**src/rtl/alu_op_sequencer_pkg.sv**
```systemverilog
// Shared types for the ALU operand sequencer.
// State encodings double as the board LED pattern.
package alu_op_sequencer_pkg;

  typedef enum logic [1:0] {
    S_A    = 2'b00,
    S_B    = 2'b01,
    S_EXEC = 2'b10,
    S_SHOW = 2'b11
  } state_e;

  function automatic int cnt_w(input int n);
    return (n > 1) ? $clog2(n) : 1;
  endfunction

endpackage

```
**src/rtl/alu_op_sequencer_if.sv**
```systemverilog
// Operand/result bundle between the sequencer and the ALU.
// Master drives operands, slave returns the result.
interface alu_op_sequencer_if;
  logic [7:0] op_a;
  logic [7:0] op_b;
  logic       op_sel;
  logic [7:0] alu_result;
  logic       alu_flag;

  modport master (
    output op_a, op_b, op_sel,
    input  alu_result, alu_flag
  );

  modport slave (
    input  op_a, op_b, op_sel,
    output alu_result, alu_flag
  );
endinterface

```
**src/rtl/alu_op_sequencer_btn_debounce.sv**
```systemverilog
// Pushbutton synchronizer, stability filter and press pulse.
// Pulse fires once per debounced rising level.
module btn_debounce
  import alu_op_sequencer_pkg::*;
#(
  parameter int DEB_CYCLES = 500000
) (
  input  logic clk,
  input  logic reset,
  input  logic btn_i,
  output logic pulse_o
);

  localparam int CW = cnt_w(DEB_CYCLES);

  logic          s1_q;
  logic          s2_q;
  logic          lvl_q;
  logic          pulse_q;
  logic [CW-1:0] cnt_q;

  always_ff @(posedge clk or negedge reset) begin
    if (!reset) begin
      s1_q    <= 1'b0;
      s2_q    <= 1'b0;
      lvl_q   <= 1'b0;
      pulse_q <= 1'b0;
      cnt_q   <= '0;
    end else begin
      s1_q    <= btn_i;
      s2_q    <= s1_q;
      pulse_q <= 1'b0;
      if (s2_q == lvl_q) begin
        cnt_q <= '0;
      end else if (cnt_q == CW'(DEB_CYCLES - 1)) begin
        lvl_q   <= s2_q;
        pulse_q <= s2_q;
        cnt_q   <= '0;
      end else begin
        cnt_q <= cnt_q + 1'b1;
      end
    end
  end

  assign pulse_o = pulse_q;

endmodule

```
**src/rtl/alu_op_sequencer.sv**
```systemverilog
// Operand entry / execute controller for the add-sub ALU
// and the BCD display selection.
module alu_op_sequencer
  import alu_op_sequencer_pkg::*;
#(
  parameter int DEB_CYCLES   = 500000,
  parameter int BLINK_CYCLES = 12500000
) (
  input  logic                 clk,
  input  logic                 reset,
  input  logic                 btn_next,
  input  logic                 btn_clear,
  input  logic [7:0]           sw_data,
  input  logic                 sw_op,
  alu_op_sequencer_if.master   alu,
  output logic [7:0]           res_raw,
  output logic                 res_flag,
  output logic                 res_valid,
  output logic                 disp_sel,
  output logic                 blink,
  output logic [1:0]           state_led
);

  localparam int BW = cnt_w(BLINK_CYCLES);

  logic nxt_p;
  logic clr_p;

  btn_debounce #(.DEB_CYCLES(DEB_CYCLES)) u_deb_next (
    .clk     (clk),
    .reset   (reset),
    .btn_i   (btn_next),
    .pulse_o (nxt_p)
  );

  btn_debounce #(.DEB_CYCLES(DEB_CYCLES)) u_deb_clear (
    .clk     (clk),
    .reset   (reset),
    .btn_i   (btn_clear),
    .pulse_o (clr_p)
  );

  state_e        state_q;
  logic [7:0]    op_a_q;
  logic [7:0]    op_b_q;
  logic          op_sel_q;
  logic [7:0]    res_raw_q;
  logic          res_flag_q;
  logic          res_valid_q;
  logic          disp_sel_q;
  logic          blink_q;
  logic [BW-1:0] bcnt_q;

  always_ff @(posedge clk or negedge reset) begin
    if (!reset) begin
      state_q     <= S_A;
      op_a_q      <= '0;
      op_b_q      <= '0;
      op_sel_q    <= 1'b0;
      res_raw_q   <= '0;
      res_flag_q  <= 1'b0;
      res_valid_q <= 1'b0;
      disp_sel_q  <= 1'b0;
      blink_q     <= 1'b1;
      bcnt_q      <= '0;
    end else if (clr_p) begin
      state_q     <= S_A;
      op_a_q      <= '0;
      op_b_q      <= '0;
      op_sel_q    <= 1'b0;
      res_raw_q   <= '0;
      res_flag_q  <= 1'b0;
      res_valid_q <= 1'b0;
      disp_sel_q  <= 1'b0;
      blink_q     <= 1'b1;
      bcnt_q      <= '0;
    end else begin
      unique case (state_q)
        S_A, S_B: begin
          if (nxt_p) begin
            blink_q <= 1'b1;
            bcnt_q  <= '0;
            if (state_q == S_A) begin
              op_a_q  <= sw_data;
              state_q <= S_B;
            end else begin
              op_b_q   <= sw_data;
              op_sel_q <= sw_op;
              state_q  <= S_EXEC;
            end
          end else if (bcnt_q == BW'(BLINK_CYCLES - 1)) begin
            bcnt_q  <= '0;
            blink_q <= ~blink_q;
          end else begin
            bcnt_q <= bcnt_q + 1'b1;
          end
        end
        S_EXEC: begin
          // ALU has had one full cycle on the new operands
          res_raw_q   <= alu.alu_result;
          res_flag_q  <= alu.alu_flag;
          res_valid_q <= 1'b1;
          disp_sel_q  <= 1'b1;
          state_q     <= S_SHOW;
        end
        S_SHOW: begin
          if (nxt_p) begin
            res_valid_q <= 1'b0;
            disp_sel_q  <= 1'b0;
            blink_q     <= 1'b1;
            bcnt_q      <= '0;
            state_q     <= S_A;
          end
        end
        default: state_q <= S_A;
      endcase
    end
  end

  assign alu.op_a   = op_a_q;
  assign alu.op_b   = op_b_q;
  assign alu.op_sel = op_sel_q;
  assign res_raw    = res_raw_q;
  assign res_flag   = res_flag_q;
  assign res_valid  = res_valid_q;
  assign disp_sel   = disp_sel_q;
  assign blink      = blink_q;
  assign state_led  = state_q;

endmodule
```
**src/flat_wrapper.sv**
```systemverilog
// flat-port wrapper written by rule: the top's interface ports become plain ports
module alu_op_sequencer_flat import alu_op_sequencer_pkg::*;
#(
  parameter int DEB_CYCLES   = 500000,
  parameter int BLINK_CYCLES = 12500000
)
  (clk, reset, btn_next, btn_clear, sw_data, sw_op, res_raw, res_flag, res_valid, disp_sel, blink, state_led, alu_op_a, alu_op_b, alu_op_sel, alu_alu_result, alu_alu_flag);
  alu_op_sequencer_if alu_i ();
  input  logic clk;
  input  logic reset;
  input  logic btn_next;
  input  logic btn_clear;
  input  logic [7:0] sw_data;
  input  logic sw_op;
  output logic [7:0] res_raw;
  output logic res_flag;
  output logic res_valid;
  output logic disp_sel;
  output logic blink;
  output logic [1:0] state_led;
  output wire logic [$bits(alu_i.op_a)-1:0] alu_op_a;
  output wire logic [$bits(alu_i.op_b)-1:0] alu_op_b;
  output wire logic [$bits(alu_i.op_sel)-1:0] alu_op_sel;
  input wire logic [$bits(alu_i.alu_result)-1:0] alu_alu_result;
  input wire logic [$bits(alu_i.alu_flag)-1:0] alu_alu_flag;
  assign alu_op_a = alu_i.op_a;
  assign alu_op_b = alu_i.op_b;
  assign alu_op_sel = alu_i.op_sel;
  assign alu_i.alu_result = alu_alu_result;
  assign alu_i.alu_flag = alu_alu_flag;
  alu_op_sequencer #(.DEB_CYCLES(DEB_CYCLES), .BLINK_CYCLES(BLINK_CYCLES)) u_core (.clk(clk), .reset(reset), .btn_next(btn_next), .btn_clear(btn_clear), .sw_data(sw_data), .sw_op(sw_op), .alu(alu_i), .res_raw(res_raw), .res_flag(res_flag), .res_valid(res_valid), .disp_sel(disp_sel), .blink(blink), .state_led(state_led));
endmodule
```
**config.mk**
```make
export PLATFORM = sky130hd
export DESIGN_NAME = alu_op_sequencer_flat
export DESIGN_NICKNAME = d
export VERILOG_FILES = /design/src/rtl/alu_op_sequencer_pkg.sv /design/src/rtl/alu_op_sequencer_if.sv /design/src/rtl/alu_op_sequencer_btn_debounce.sv /design/src/rtl/alu_op_sequencer.sv /design/src/flat_wrapper.sv
export SDC_FILE = /design/constraint.sdc
export NUM_CORES = 1
export LEC_CHECK = 0
export CORE_ASPECT_RATIO = 0.7
export CORE_MARGIN = 5
export CORE_UTILIZATION = 55
export CTS_CLUSTER_SIZE = 10
export DETAILED_ROUTE_END_ITERATION = 12
export PLACE_DENSITY = 0.86
export SYNTH_ARGS = -nofsm -noshare
export SYNTH_HDL_FRONTEND = slang
export SYNTH_SLANG_ARGS = --single-unit
```
**constraint.sdc**
```tcl
create_clock -name clk -period 5.77 [get_ports clk]
set_input_delay 1.4425 -clock clk [delete_from_list [all_inputs] [get_ports clk]]
set_output_delay 1.4425 -clock clk [all_outputs]
set_load 0.02 [all_outputs]
```
After elaboration in Yosys (flattened, before gate mapping)
Index checks and enable logic that the tools add are counted.
{"block": "totals", "reg_bits": 100, "latchBits": 0, "mem_bits_rw": 0, "rom_bits": 0, "input_bits": 22, "elab_cells": 95, "n_memories": 0}
{"block": "op_classes", "addsub": 3, "n_mul": 0, "div_mod_pow": 0, "magnitude_cmp": 0, "eq_ne": 12, "shift": 0, "muxes": 42, "bitwise_logic": 3, "n_reduce_logical": 16}
{"operator": "$mux 24", "n": 4}
{"operator": "$mux 8", "n": 10}
{"operator": "$mux 19", "n": 4}
{"operator": "$pmux 24 s2", "n": 1}
{"operator": "$add 19x1->19 const B", "n": 2}
{"operator": "$eq 19x19->1 const B", "n": 2}
{"operator": "$add 24x1->24 const B", "n": 1}
{"operator": "$eq 24x24->1 const B", "n": 1}
{"operator": "$mux 1", "n": 16}
{"operator": "$reduce_and 2->1", "n": 5}
{"operator": "$reduce_and 3->1", "n": 3}
{"operator": "$mux 2", "n": 4}
{"operator": "$reduce_bool 2->1", "n": 4}
{"operator": "$ne 3x3->1 const B", "n": 2}
{"operator": "$pmux 2 s3", "n": 1}
{"operator": "$reduce_bool 3->1", "n": 2}
{"operator": "$eq 2x2->1 const B", "n": 2}
{"operator": "$ne 4x3->1 const B", "n": 1}
{"operator": "$pmux 1 s2", "n": 2}
{"operator": "$not 1->1", "n": 3}
{"operator": "$eq 1x1->1", "n": 2}
{"operator": "$eq 2x1->1 const B", "n": 1}
{"operator": "$logic_not 2->1", "n": 1}
{"operator": "$ne 2x2->1 const B", "n": 1}
{"operator": "$reduce_or 2->1", "n": 1}

Longest topological paths before layout
Gate-level depths: netlist of the first run.
{"block": "logic_depth", "word_depth": 5, "depth_mapped": 9, "mapped_depth_nobuf": 7}

Hierarchy
A second synthesis of the first run with hierarchy kept.
{"block": "unflattened", "cells_unflattened": 513, "hier_area_um2": 5037.3}
{"module": "alu_op_sequencer", "n_inst": 1, "cells_each": 293, "area_each_um2": 2800.2, "seq_area_each_um2": 1352.5}
{"module": "btn_debounce", "n_inst": 2, "cells_each": 110, "area_each_um2": 1118.6, "seq_area_each_um2": 575.6}

Least setup slack after synthesis of the first run
Ideal clock, no wire load.
{"block": "synth_timing", "kind": "register -> register", "from": "register u_core.bcnt_q[6]", "to": "register u_core.bcnt_q[11]", "setup_ns": 0.126, "t_arrival_ns": 2.039, "setup_slack_ns": 3.605, "path_stages_with_launch": 8, "path_buffers": 2, "cell_sequence": "dfrtp_1 -> buf_6 -> or4_4 -> or3_4 -> o21a_1 -> buf_6 -> and3_1 -> a221o_1"}
{"block": "synth_between", "elab_chain_cells": 5, "elab_cells_between_ends": 6, "cone_classes": "add/sub: 1; eq/ne: 1; mux: 4"}
{"item": "from (decl)", "line_no": "alu_op_sequencer.sv:52", "text": "logic [BW-1:0] bcnt_q;"}
{"item": "from (signal assigned)", "line_no": "alu_op_sequencer.sv:95", "text": "bcnt_q <= bcnt_q + 1'b1;"}
{"item": "$add 24x1->24 or $eq 24x24->1 (tied branches)", "line_no": "alu_op_sequencer.sv:95, alu_op_sequencer.sv:91"}
{"item": "$mux 24 *", "line_no": "alu_op_sequencer.sv:91", "text": "end else if (bcnt_q == BW'(BLINK_CYCLES - 1)) begin"}
{"item": "$mux 24 *", "line_no": "alu_op_sequencer.sv:80", "text": "if (nxt_p) begin"}
{"item": "$pmux 24 s2 *", "line_no": "alu_op_sequencer.sv:78", "text": "unique case (state_q)"}
{"item": "$mux 24 *", "line_no": "alu_op_sequencer.sv:66", "text": "end else if (clr_p) begin"}
Every way passes the cells marked *; elsewhere a longest branch is shown, timed or not.
A chain may end at the register's enable or synchronous reset.

Worst setup path after layout of the first run
{"block": "layout_timing", "from": "register u_core.blink_q (netlist: u_core.blink)", "to": "output blink"}
{"item": "from (decl)", "line_no": "alu_op_sequencer.sv:51", "text": "logic blink_q;"}
{"item": "from (signal assigned)", "line_no": "alu_op_sequencer.sv:93", "text": "blink_q <= ~blink_q;"}
{"item": "to (decl)", "line_no": "flat_wrapper.sv:19", "text": "output logic blink;"}
No word-level cell between the ends.

==> impl_metrics.tcl, run 1 <==
set metrics [dict create \
    status "finished, final reports clean" \
    rsz0062_at_grt "no" \
    setup_tns_ps 0 \
    ys_async_sr_fraction 1.00 \
    synth_edf_count 0 \
    io_pins 53 \
    yosys.area.top_type "dfrtp_1" \
    yosysMostFrequentCell "dfrtp_1" \
    ctsResizeCount 0 \
    yosysUniqueCellTypes 52 \
    peakVddDrop_mv 0.166 \
    clkTransAtPathRegs_ps 70 \
    drv_cap 0 \
    grt_max_degree 52 \
    fin_skew_ps 5.35 \
    r2r_cells 4 \
    synthAdderAreaFrac 0.0181 \
    placed_cells 640 \
    crit_path_max_incr_delay_ps 620 \
    rr_startpoint "u_core.u_deb_clear.pulse_o" \
    path_cells "clkdlybuf4s50_1" \
    wire_per_inst_um 16.4 \
    final_hold_viol_count 0 \
    yosysSeqAreaShare 0.518 \
    crit_buf_inv 1 \
    grt_pass1_vias 3808 \
    ctsRootBufferMaster "clkbuf_16" \
    ff2ff_setup_slack_ps 3000 \
    synthTopCellsByCount "dfrtp_1 (99), nor2_1 (76), nand3_1 (39), nand2_1 (36), xor2_1 (23)" \
    avgSynthCellArea_sq_um 9.96 \
    cp.arrival_ps 1510 \
    nNetsFinal 560 \
    antenna_left 0 \
    hpwl_um 7210 \
    n_antenna_cell 0 \
    dr.pass1.iters 5 \
    min_path_cells 0 \
    die_y_um 88.4 \
    slew_viol_final 0 \
    fin_area_sq_um 5730 \
    path_delay_family "buffers and inverters" \
    layout_min_cycle_time_ps 2960 \
    synthSimpleGateAreaFrac 0.239 \
    worstHoldStart "u_core.u_deb_clear.s1_q" \
    drt-initial-drc-count 382 \
    end_kind "output port" \
    leakage_nw 2.51 \
    cts.path.max_buffers 2 \
    yosys.area.top_type_share 0.513 \
    synth_top_family_by_area "simple AND/OR/NAND/NOR gates" \
    core_area_sq_um 8510 \
    synth_ff_type "dfrtp_1" \
    cp_data_required_time_ps 4330 \
    crit_type "flip-flop to output port" \
    clkSinkCount 100 \
    drive_gt1_frac 0.0505 \
    grtUsageTotal 0.219 \
    avgViaCountPerCell 5.93 \
    worstMarginPinSlew_ps 1090 \
    relSlewSlack 0.273 \
    grt_overflow_total 0 \
    syn_inst 485 \
    syn_area_sq_um 4830 \
    critical_path.max_fanout 4 \
    synth_compound_area_frac 0.0844 \
    ctsHoldBuffers 0 \
    synth.net_count 514 \
    drc_errors 0 \
    vias 3881 \
    gp_congestion 0.924 \
    h-tree-depth 3 \
    die_w_um 122 \
    synth_seq_cells 100 \
    antenna_found_initial 0 \
    dieArea_sq_um 10800 \
    cts_made_buffers 9 \
    r2r-end "u_core.bcnt_q[12]" \
    placed_cell_area_sq_um 5420 \
    fin_cells 655 \
    clk_latency_ps 350 \
    setup-violations-final 0 \
    power_density_nw_per_um2 247 \
    totalWireLength_um 10800 \
    cts_setup_buffers 0 \
    cts_tree "yes" \
    io_buffers 52 \
    period_share 0.512 \
    synthXorXnorAreaFrac 0.0671 \
    syn_to_final_growth_pct 18.7 \
    ys_top_cells_by_area "dfrtp_1 (51%), nor2_1 (5.9%), xor2_1 (4.2%), mux2i_1 (4.1%), nand3_1 (4.0%)" \
    num_rows 28 \
    synth_mux_area_frac 0.0461 \
    hp-class "flip-flop to flip-flop" \
    crit_slowest_cell "clkdlybuf4s50_1" \
    min_to "u_core.u_deb_clear.s2_q" \
    yosys_warnings 0 \
    grt_pass1_wl_um 18700 \
    start_kind "flip-flop" \
    fmax_mhz 338 \
    start_util 0.567 \
    post-route-util 0.673 \
]
-- where the power goes --
group          total (mW)  switching (mW)  internal [mW]
Sequential          0.716         0.00700          0.709
Clock               0.645           0.255          0.390
Combinational      0.0546          0.0307         0.0239
-- registers in the layout, indices dropped and copies added (netlist names), 2 cells and up --
register	cells
u_core.bcnt_q	24
u_core.u_deb_clear.cnt_q	19
u_core.u_deb_next.cnt_q	19
u_core.alu.op_a	8
u_core.alu.op_b	8
u_core.res_raw	8
u_core.state_led	2
-- routing by layer --
metal | routed length [um] | GRT usage
met1 | 5000 | 0.308
met5 | 0 | 0
met3 | 711 | 0.0684
met2 | 4940 | 0.337
met4 | 124 | 0.0549
-- cell type report --
type / instances / area, sq um
inverters: 9 / 33.8
well taps: 120 / 150
flip-flops and latches: 100 / 2500
multi-input cells: 357 / 2200
fillers: 634 / 2780
clock buffers: 11 / 243
clock inverters: 4 / 73.8
repair buffers: 54 / 533
-- kinds of logic (layout without fill, tap and decap cells) --
kind of cell / Yosys count / after routing
DFF: 100 / 100
buffers and inverters: 28 / 78
and+or+nand+nor: 231 / 231
xor gates and xnor gates: 37 / 37
muxes: 22 / 22
adders and majority gates: 7 / 7
AOI/OAI and AO/OA: 60 / 60
-- through the flow --
stage | power, mW | worst slack, ps | hold WS (ps)
floorplan | 0.744 | 3610 | 331
CTS | 1.43 | 2800 | 354
global placement | 0.782 | 3170 | 334
global route | 1.46 | 2780 | 372
finish | 1.42 | 2810 | 349
detailed placement | 0.784 | 3050 | 337
-- how the worst max path moves through the flow --
stage / from / to / slack [ps] / depth (start not counted)
after detailed placement: u_core.u_deb_clear.pulse_o / u_core.bcnt_q[12] / 3050 / 4
after CTS: u_core.blink / blink / 2800 / 1
after global routing: u_core.blink / blink / 2780 / 1
after floorplan: u_core.bcnt_q[6] / u_core.bcnt_q[11] / 3610 / 7
after global placement: reset / u_core.alu.op_a[7] / 3170 / 2
final: u_core.blink / blink / 2810 / 1
-- placed cells by master, fill, tap and decap left out, drive strengths merged, types with 4 or more instances in the layout --
cell	count
dfrtp	99
nand2	36
o31ai	4
a31oi	8
nand3	39
a21oi	15
xnor2	14
a21o	6
or3	6
clkbuf	11
ha	7
mux2i	20
o21ai	6
nor3	9
and4	5
nor2	77
nor4	9
nand4	16
xor2	23
clkdlybuf4s50	51
inv	9
a22o	6
and3	11
No activity file was read; power rests on OpenSTA's default activity.
==> run 2, diff against run 1 <==
==> constraint.sdc (replaced) <==
create_clock -name clk -period 2.95 [get_ports clk]
set_input_delay 0.7375 -clock clk [delete_from_list [all_inputs] [get_ports clk]]
set_output_delay 0.7375 -clock clk [all_outputs]
set_load 0.02 [all_outputs]
==> impl_metrics.tcl, run 2 (synthesized netlist as in run 1, its figures left out) <==
set metrics [dict create \
    wire_per_inst_um 16.6 \
    power_density_nw_per_um2 457 \
    use_met1 0.301 \
    fillers 651 \
    n_antenna_cell 0 \
    avgViaCountPerCell 5.87 \
    dieArea_sq_um 10800 \
    dr.pass1.iters 5 \
    placed_cells 645 \
    clkSinkCount 100 \
    io_pins 53 \
    clkTransAtPathRegs_ps 70 \
    use_met3 0.0716 \
    cts.path.max_buffers 2 \
    die_y_um 88.4 \
    h-tree-depth 3 \
    grt_max_degree 49 \
    setup_tns_ps 0 \
    cts_setup_buffers 0 \
    start_util 0.567 \
    cts_tree "yes" \
    leakage_nw 2.52 \
    peakVddDrop_mv 0.287 \
    grtUsageTotal 0.224 \
    grt_pass1_wl_um 19200 \
    critical_path.max_fanout 22 \
    layout_min_cycle_time_ps 2570 \
    seqCellArea_sq_um 2500 \
    die_w_um 122 \
    io_buffers 52 \
    drv_cap 0 \
    worstMarginPinSlew_ps 753 \
    grt-busiest-layer "met2" \
    rsz0062_at_grt "no" \
    nNetsFinal 565 \
    mostFrequentLayoutCell "dfrtp_1" \
    hpwl_um 7840 \
    fin_cells 661 \
    setup_slack_ps 381 \
    grt_overflow_total 0 \
    totalWireLength_um 11000 \
    drc_errors 0 \
    antenna_found_initial 0 \
    ctsResizeCount 0 \
    slew_viol_final 0 \
    end_kind "flip-flop" \
    reg_top3 "u_core.bcnt_q: 24 flops, u_core.u_deb_clear.cnt_q: 19 flops, u_core.u_deb_next.cnt_q: 19 flops" \
    vias 3883 \
    drt-initial-drc-count 302 \
    crit_type "flip-flop to flip-flop" \
    ctsRootBufferMaster "clkbuf_16" \
    regMostFlops "u_core.bcnt_q" \
    fmax_mhz 389 \
    ctsHoldBuffers 0 \
    cp.arrival_ps 2810 \
    largest_reg_flops 24 \
    antenna_left 0 \
    final_hold_viol_count 0 \
    hp-class "flip-flop to flip-flop" \
    relSlewSlack 0.493 \
    multi_input_area_sq_um 2200 \
    drive_gt1_frac 0.0610 \
    post-route-util 0.674 \
    fin_skew_ps 9.11 \
    core_area_sq_um 8510 \
    start_kind "flip-flop" \
    period_share 0.871 \
    syn_to_final_growth_pct 18.8 \
    met2_usage 0.363 \
    cts_made_buffers 9 \
    gp_congestion 0.931 \
    setup-violations-final 0 \
    final_cell_mix "dfrtp_1 (99), nor2_1 (76), clkdlybuf4s50_1 (51), nand3_1 (39), nand2_1 (36)" \
    status "finished, final reports clean" \
    cp_data_required_time_ps 3190 \
    place_ws_ps 398 \
    num_rows 28 \
    clk_latency_ps 340 \
    grt_pass1_vias 3945 \
]
-- run 2: worst max-delay path, stage by stage (launching register included) --
cell	delay (ps)
dfrtp_1	440
ha_1	280
nor3_1	390
o21a_1	670
nand2_1	380
o31ai_1	300
-- run 2: layout make-up --
class / count / area share
sequential: 100 / 0.436
multi-input combinational: 357 / 0.383
timing repair buffer: 59 / 0.0994
clock buffer: 11 / 0.0423
tap: 120 / 0.0262
clock inverter: 5 / 0.00720
inverter: 9 / 0.00589
-- run 2: power by group --
part	internal, mW	leakage (nW)	switching [mW]
combinational	0.0486	1.08	0.0608
sequential	1.39	1.30	0.0135
clock	0.604	0.133	0.507
total	2.04	2.52	0.582
-- run 2: per-stage QoR --
stage / area [sq um] / power [mW] / hold WS, ps
global route: 5740 / 2.73 / 360
detailed placement: 5450 / 1.54 / 335
CTS: 5740 / 2.64 / 351
global placement: 5450 / 1.53 / 337
floorplan: 4830 / 1.46 / 331
finish: 5740 / 2.62 / 350
-- run 2: path summary, 6_finish.rpt --
check,start,to,slack (ps),cells past startpoint
setup / recovery,u_core.state_led[1],u_core.bcnt_q[12],380,5
hold / removal,u_core.u_deb_next.s1_q,u_core.u_deb_next.s2_q,350,0
setup reg to reg,u_core.state_led[1],u_core.bcnt_q[12],380,5
hold reg to reg,u_core.u_deb_next.s1_q,u_core.u_deb_next.s2_q,350,0
max in group asynchronous,reset,u_core.bcnt_q[12],1830,2
min in group asynchronous,reset,u_core.res_flag,390,1
-- run 2: routing by layer --
| layer | wire length, um | up-vias |
|---|---|---|
| li1 | - | 1820 |
| met1 | 4950 | 1922 |
| met2 | 5260 | 128 |
| met3 | 666 | 13 |
| met4 | 98 | 0 |
| met5 | 0 | - |
